`config.mk`:
```
export PLATFORM = sky130hd
export DESIGN_NAME = motor_pin_matrix
export DESIGN_NICKNAME = d
export VERILOG_FILES = /design/src/rtl/motor_pin_matrix.sv
export SDC_FILE = /design/constraint.sdc
export NUM_CORES = 2
export LEC_CHECK = 0
export CELL_PAD_IN_SITES_DETAIL_PLACEMENT = 0
export CELL_PAD_IN_SITES_GLOBAL_PLACEMENT = 1
export CORE_UTILIZATION = 44
export DETAILED_ROUTE_END_ITERATION = 7
export PLACE_DENSITY = 0.9
export SYNTH_ARGS = -nofsm -noshare
export SYNTH_HDL_FRONTEND = slang
export SYNTH_SLANG_ARGS = --single-unit
export TNS_END_PERCENT = 30
```
`constraint.sdc`:
```
create_clock -name clock -period 15.2 [get_ports clock]
set_input_delay 3.04 -clock clock [delete_from_list [all_inputs] [get_ports clock]]
set_output_delay 3.04 -clock clock [all_outputs]
set_load 0.01 [all_outputs]
```
`src/rtl/motor_pin_matrix.sv`:
```
// motor_pin_matrix: run-time programmable registered crossbar from motor drive sources to header pins.
// Every remap forces the target pin driven-low for DEAD_CYCLES before the new route takes over.
module motor_pin_matrix #(
  parameter int NUM_SRC     = 32,
  parameter int NUM_PIN     = 52,
  parameter int DEAD_CYCLES = 4,
  localparam int SEL_W = $clog2(NUM_SRC + 1),
  localparam int PIN_W = $clog2(NUM_PIN)
) (
  input  logic               clock,
  input  logic               reset,
  input  logic [NUM_SRC-1:0] src_in,
  input  logic               estop,
  input  logic               cfg_wr,
  input  logic [PIN_W-1:0]   cfg_pin,
  input  logic [SEL_W-1:0]   cfg_sel,
  output logic               cfg_ready,
  output logic               cfg_err,
  output logic [NUM_PIN-1:0] pin_out,
  output logic [NUM_PIN-1:0] pin_oe
);
  typedef enum logic [1:0] {IDLE, DEAD, APPLY} state_t;
  state_t             state;
  logic [7:0]         cnt;
  logic [PIN_W-1:0]   pin_lat;
  logic [SEL_W-1:0]   sel_lat;
  logic [SEL_W-1:0]   route [NUM_PIN];
  logic [NUM_PIN-1:0] nxt_out, nxt_oe;
  logic [NUM_SRC:0]   src_pad;
  logic               valid;
  assign src_pad = {src_in, 1'b0};
  assign valid = ({1'b0, cfg_pin} < (PIN_W + 1)'(NUM_PIN)) && ({1'b0, cfg_sel} <= (SEL_W + 1)'(NUM_SRC));
  always_ff @(posedge clock or posedge reset)
    if (reset) begin
      state     <= IDLE;
      cnt       <= '0;
      pin_lat   <= '0;
      sel_lat   <= '0;
      cfg_ready <= 1'b1;
      cfg_err   <= 1'b0;
      for (int i = 0; i < NUM_PIN; i++) route[i] <= '0;
    end else begin
      cfg_err <= 1'b0;
      case (state)
        IDLE:
          if (cfg_wr && valid) begin
            pin_lat   <= cfg_pin;
            sel_lat   <= cfg_sel;
            cnt       <= 8'(DEAD_CYCLES);
            state     <= DEAD;
            cfg_ready <= 1'b0;
          end else if (cfg_wr) cfg_err <= 1'b1;
        DEAD: begin
          cnt <= cnt - 8'd1;
          if (cnt == 8'd1) state <= APPLY;
        end
        APPLY: begin
          route[pin_lat] <= sel_lat;
          state          <= IDLE;
          cfg_ready      <= 1'b1;
        end
        default: state <= IDLE;
      endcase
    end
  // During APPLY the latched selector already drives the pin, so the new source appears the same edge the route is written.
  for (genvar g = 0; g < NUM_PIN; g++) begin : g_pin
    logic [SEL_W-1:0] sel;
    logic             dead;
    assign dead       = (state == DEAD) && (pin_lat == PIN_W'(g));
    assign sel        = (state == APPLY && pin_lat == PIN_W'(g)) ? sel_lat : route[g];
    assign nxt_oe[g]  = dead || (sel != '0);
    assign nxt_out[g] = !dead && !estop && src_pad[sel];
  end
  always_ff @(posedge clock or posedge reset)
    if (reset) begin
      pin_out <= '0;
      pin_oe  <= '0;
    end else begin
      pin_out <= nxt_out;
      pin_oe  <= nxt_oe;
    end
endmodule

```
# == Word-level counts from Yosys, hierarchy flattened ==
# Index checks and enable logic that the tools add are counted.
# Widths: inputs -> output; s select.
# word_totals
ff_bits,440
out_inout_bits,106
elab_cells,719
input_bits,48
# classes
reduce_logical,376
bitwise_logic,1
add_sub_neg,1
order_cmp,56
eq_ne,56
mux,169
# ops
operator,n
$lt 6x7->1 const B,52
$mux 6,53
$bmux 1 s6,52
$bwmux 312,1
$reduce_bool 6->1,52
$logic_and 1x1->1,211
$eq 6x6->1 const B,20
$eq 6x5->1 const B,16
$mux 1,56
$logic_not 1->1,53
$logic_or 1x1->1,52
$eq 6x4->1 const B,8
$demux 6 s6,1
$eq 6x3->1 const B,4
$pmux 8 s2,1
$eq 6x2->1 const B,2
$eq 8x1->1 const B,1
$mux 8,1
$reduce_and 2->1,4
$sub 8x1->8 const B,1
$ge 7x7->1 const B,1
$lt 7x1->1 const B,1
$not 6->7,1
$eq 6x1->1 const B,1
11 further kinds,14

# == Longest topological paths before layout ==
# logic_depth
word_depth,6
ltp_mapped,13
depth_no_buf,10

# == Least setup slack after synthesis ==
# No wires, ideal clock.
# synth_path
path_kind,input port to flip-flop
start,input cfg_sel[0]
end,register cnt[7]
slack_ns,10.554
t_arrival_ns,4.517
n_path_buf,1
stages,7
required_ns,15.071
setup_ns,0.129
path_cell_list,or4_1 -> o21ai_0 -> nand4_1 -> clkbuf_1 -> and2_1 -> o21ai_0 -> o41ai_1
# synth_via
elab_chain_len,5
# synth_rtl
item,line,rtl
from (decl),16,"input logic [SEL_W-1:0] cfg_sel,"
$le 6x6->1,32,"assign valid = ({1'b0, cfg_pin} < (PIN_W + 1)'(NUM_PIN)) && ({1'b0, cfg_sel} <= (SEL_W + 1)'(NUM_SRC));"
$logic_and 1x1->1,32,
$logic_and 1x1->1,46,if (cfg_wr && valid) begin
$ne 2x2->1 (no source line),--,
$reduce_and 2->1 (no source line),--,
to (signal assigned),49,cnt <= 8'(DEAD_CYCLES);
to (signal assigned),54,cnt <= cnt - 8'd1;
to (decl),24,logic [7:0] cnt;
# No other way between the ends.
# A chain may end at the register's enable or synchronous reset.

==> impl_metrics.csv <==
group,metric,value,unit
status,status,"finished, final reports clean",
sta,period_minus_slack,5.747,ns
grt,grt_usage,33.01,%
detailed_routing,dr.pass1.iters,6,
power_and_ir_drop,powerDensity,108.2,nW/µm²
flow_run,max_cap_violations,0,
logic_synthesis,synthCells,3779,
clock_network,insertion_delay,0.65,ns
sta,fin_ws,9.453,ns
clock_network,clockRootBuffer,"clkbuf_16",
sta,rsz0062_at_grt,"false",
logic_synthesis,synthesis.nets,3829,
critical_path,start_kind,"input pin",
grt,grt_pass1_vias,31329,
power_and_ir_drop,p_clk_share,31.4,%
placed_design,numPortBuffers,153,
cells_and_area,syn2layout_area_growth,10.40,%
cells_and_area,final_common_cell,"mux2i_1",
sta,max_freq,0.1740,GHz
sta,setup_tns,0,ns
logic_synthesis,synth.yosys.warnings,0,
power_and_ir_drop,seq_power_share,33.2,%
logic_synthesis,synth_area,35100,µm²
clock_network,clock-sinks,440,
sta,final_max_slew_viol_count,0,
logic_synthesis,yosysSeqAreaShare,31.37,%
critical_path,cpPeakStageDelay,0.85,ns
critical_path,worstSetupPathType,"input pin to asynchronous set/reset pin",
clock_network,ctsHoldBuffers,0,
clock_network,post_cts_resized,0,
logic_synthesis,avgSynthCellArea,9.289,µm²
clock_network,numCtsBuffers,52,
sta,tightest_slew,1.192,ns
power_and_ir_drop,leakagePower,18.50,nW
logic_synthesis,synth_edf_count,0,
placed_design,place_area,36970,µm²
detailed_routing,drc_errors,0,
critical_path,cp_slowest_cell,"buf_4",
critical_path,crit_buf_inv,5,
min_path,hold_path.class,"flip-flop to flip-flop",
power_and_ir_drop,comb_power_share,35.4,%
power_and_ir_drop,power,4.193,mW
critical_path,worstPathRequired,15.86,ns
floorplanning,die_w,284.5,µm
grt,grt_pass1_wl,202900,µm
floorplanning,ios,154,
clock_network,cts_max_path_buffers,3,
detailed_routing,drt_iter0_markers,4911,
floorplanning,die_h,284.5,µm
grt,antenna_found_initial,4,
sta,fin_crit_sh,37.81,%
critical_path,path_delay_family,"buffers and inverters",
placed_design,gp_congestion,0.9528,
grt,grt_max_degree,137,
critical_path,cpMostUsedCell,"buf_4",
power_and_ir_drop,p_switching,1.717,mW
logic_synthesis,ys_ff_latch,440,
detailed_routing,vias,33143,
clock_network,htree_num_levels,2,
sta,holdWs,0.4596,ns
cells_and_area,final_cell_mix,"mux2i_1, nand2_1, dfrtp_1",
cells_and_area,nNetsFinal,3772,
placed_design,dp_hpwl,80090,µm
detailed_routing,drt-vias-per-instance,6.880,
logic_synthesis,ys.flop_type,"dfrtp_1",
power_and_ir_drop,ir_drop,0.08292,mV
detailed_routing,ant_nets,0,
power_and_ir_drop,intPower,2.476,mW
critical_path,worst_setup_path_end_kind,"asynchronous set/reset pin",
critical_path,cp.arrival,6.40,ns
clock_network,clk_pin_slew,0.06,ns
sta,final_hold_viol_count,0,
floorplanning,core_area,79000,µm²
sta,slew_headroom,18.27,%
cells_and_area,drive_above_1_share,16.63,%
sta,clock_skew,0.03655,ns
placed_design,pre_cts_ws,8.544,ns
critical_path,worstPathMaxFanout,136,
floorplanning,dieArea,80910,µm²
critical_path,critical_path.cell_chain,"clkdlybuf4s50_1, clkinvlp_4, buf_12, buf_4, buf_4",
detailed_routing,wl,137400,µm
clock_network,post_cts_buffers,0,
floorplanning,initial_core_util,44.44,%
floorplanning,num_rows,103,
logic_synthesis,synth_cell_types,105,
detailed_routing,avgRoutedWirePerCell,28.53,µm
logic_synthesis,async_reset_ff_share,100.0,%
power_and_ir_drop,swShare,40.96,%
grt,grt_overflow,0,
cells_and_area,final_area,38750,µm²
clock_network,cts_tree,"built",
sta,setup_viol,0,
## routing by layer
layer	track usage (%)	routed length (µm)	vias to the layer above
met3	9.117	19390	695
met5	0	12	-
met1	43.29	50520	15859
met2	48.34	57240	2669
met4	19.93	10280	2
li1	-	-	13918
## state kept, by name, indices dropped and copies added (netlist names)
signal / cells
cfg_ready: 1
pin_out: 52
state: 2
cfg_err: 1
cnt: 8
pin_oe: 52
route: 312
sel_lat: 6
pin_lat: 6
## worst paths after layout
kind / start / end / cells past startpoint / slack, ns
max in group clock: cfg_sel[2] / cnt[5] / 7 / 9.91
min: cnt[7] / cnt[7] / 1 / 0.46
max reg2reg: state[0] / pin_out[29] / 10 / 10.48
min reg2reg: cnt[7] / cnt[7] / 1 / 0.46
min in group asynchronous: reset / pin_oe[4] / 2 / 2.99
max: reset / route[103] / 5 / 9.45
## metrics by stage
stage,utilization [%],cells
finish,49.06,4817
global route,49.05,4815
global placement,46.80,4718
CTS,49.05,4815
floorplan,-,3779
detailed placement,46.80,4718
## final cells by class
cell class                 count  area, µm²
clock buffer                  69       1455
multi-input combinational   2754      21690
timing repair buffer         247       2085
antenna                        2      5.005
sequential                   440      11020
clock inverter                28      320.3
fill                        7193      40240
inverter                     227      860.8
tap                         1050       1314
## power by group through the flow
stage | logic [mW] | registers [mW] | clock network [mW]
finish | 1.48 | 1.39 | 1.32
global route | 1.52 | 1.40 | 1.37
CTS | 1.42 | 1.39 | 1.33
detailed placement | 1.41 | 1.41 | 0
global placement | 1.41 | 1.41 | 0
floorplan | 0.817 | 1.36 | 0
## cell usage after synthesis (13+ instances only)
master / instances / area share [%]
nor4_1: 34 / 0.61
a221oi_1: 39 / 0.97
mux2i_2: 25 / 0.98
nor2_1: 131 / 1.4
clkinv_1: 15 / 0.16
and3_1: 39 / 0.70
inv_2: 33 / 0.35
a211oi_1: 60 / 1.3
o2111ai_1: 13 / 0.32
nor2b_1: 15 / 0.27
and2_1: 21 / 0.37
o31ai_1: 19 / 0.41
nor3b_1: 20 / 0.43
nand4_1: 86 / 1.5
dfrtp_1: 439 / 31
clkbuf_1: 252 / 2.7
a2111oi_0: 32 / 0.80
buf_1: 14 / 0.15
nand2b_1: 16 / 0.29
mux2i_1: 589 / 17
nor3_1: 54 / 0.77
o211a_1: 13 / 0.37
buf_4: 26 / 0.56
a211o_1: 18 / 0.45
inv_1: 177 / 1.9
o22ai_1: 13 / 0.23
o21ai_0: 108 / 1.5
a21oi_1: 178 / 2.5
nand3_1: 144 / 2.1
mux2_2: 128 / 4.1
a311oi_1: 26 / 0.65
a31oi_1: 45 / 0.80
nand2_1: 469 / 5.0
mux4_2: 128 / 8.2
o211ai_1: 22 / 0.47
buf_2: 57 / 0.81
## cells by family (layout without fill, tap and decap cells)
kind of cell / Yosys count / after routing / share of synthesized area [%]
AND/OR/NAND/NOR: 1154 / 1154 / 16.83
multiplexers: 879 / 879 / 30.56
AO/OA/AOI/OAI: 718 / 718 / 14.21
buffers and inverters: 585 / 571 / 6.933
flip-flops: 440 / 440 / 31.37
adder cells (fa/ha/maj): 2 / 2 / 0.07127
XOR/XNOR: 1 / 1 / 0.02495
other: 0 / 2 / 0
Power figures use the tool's default switching activity.
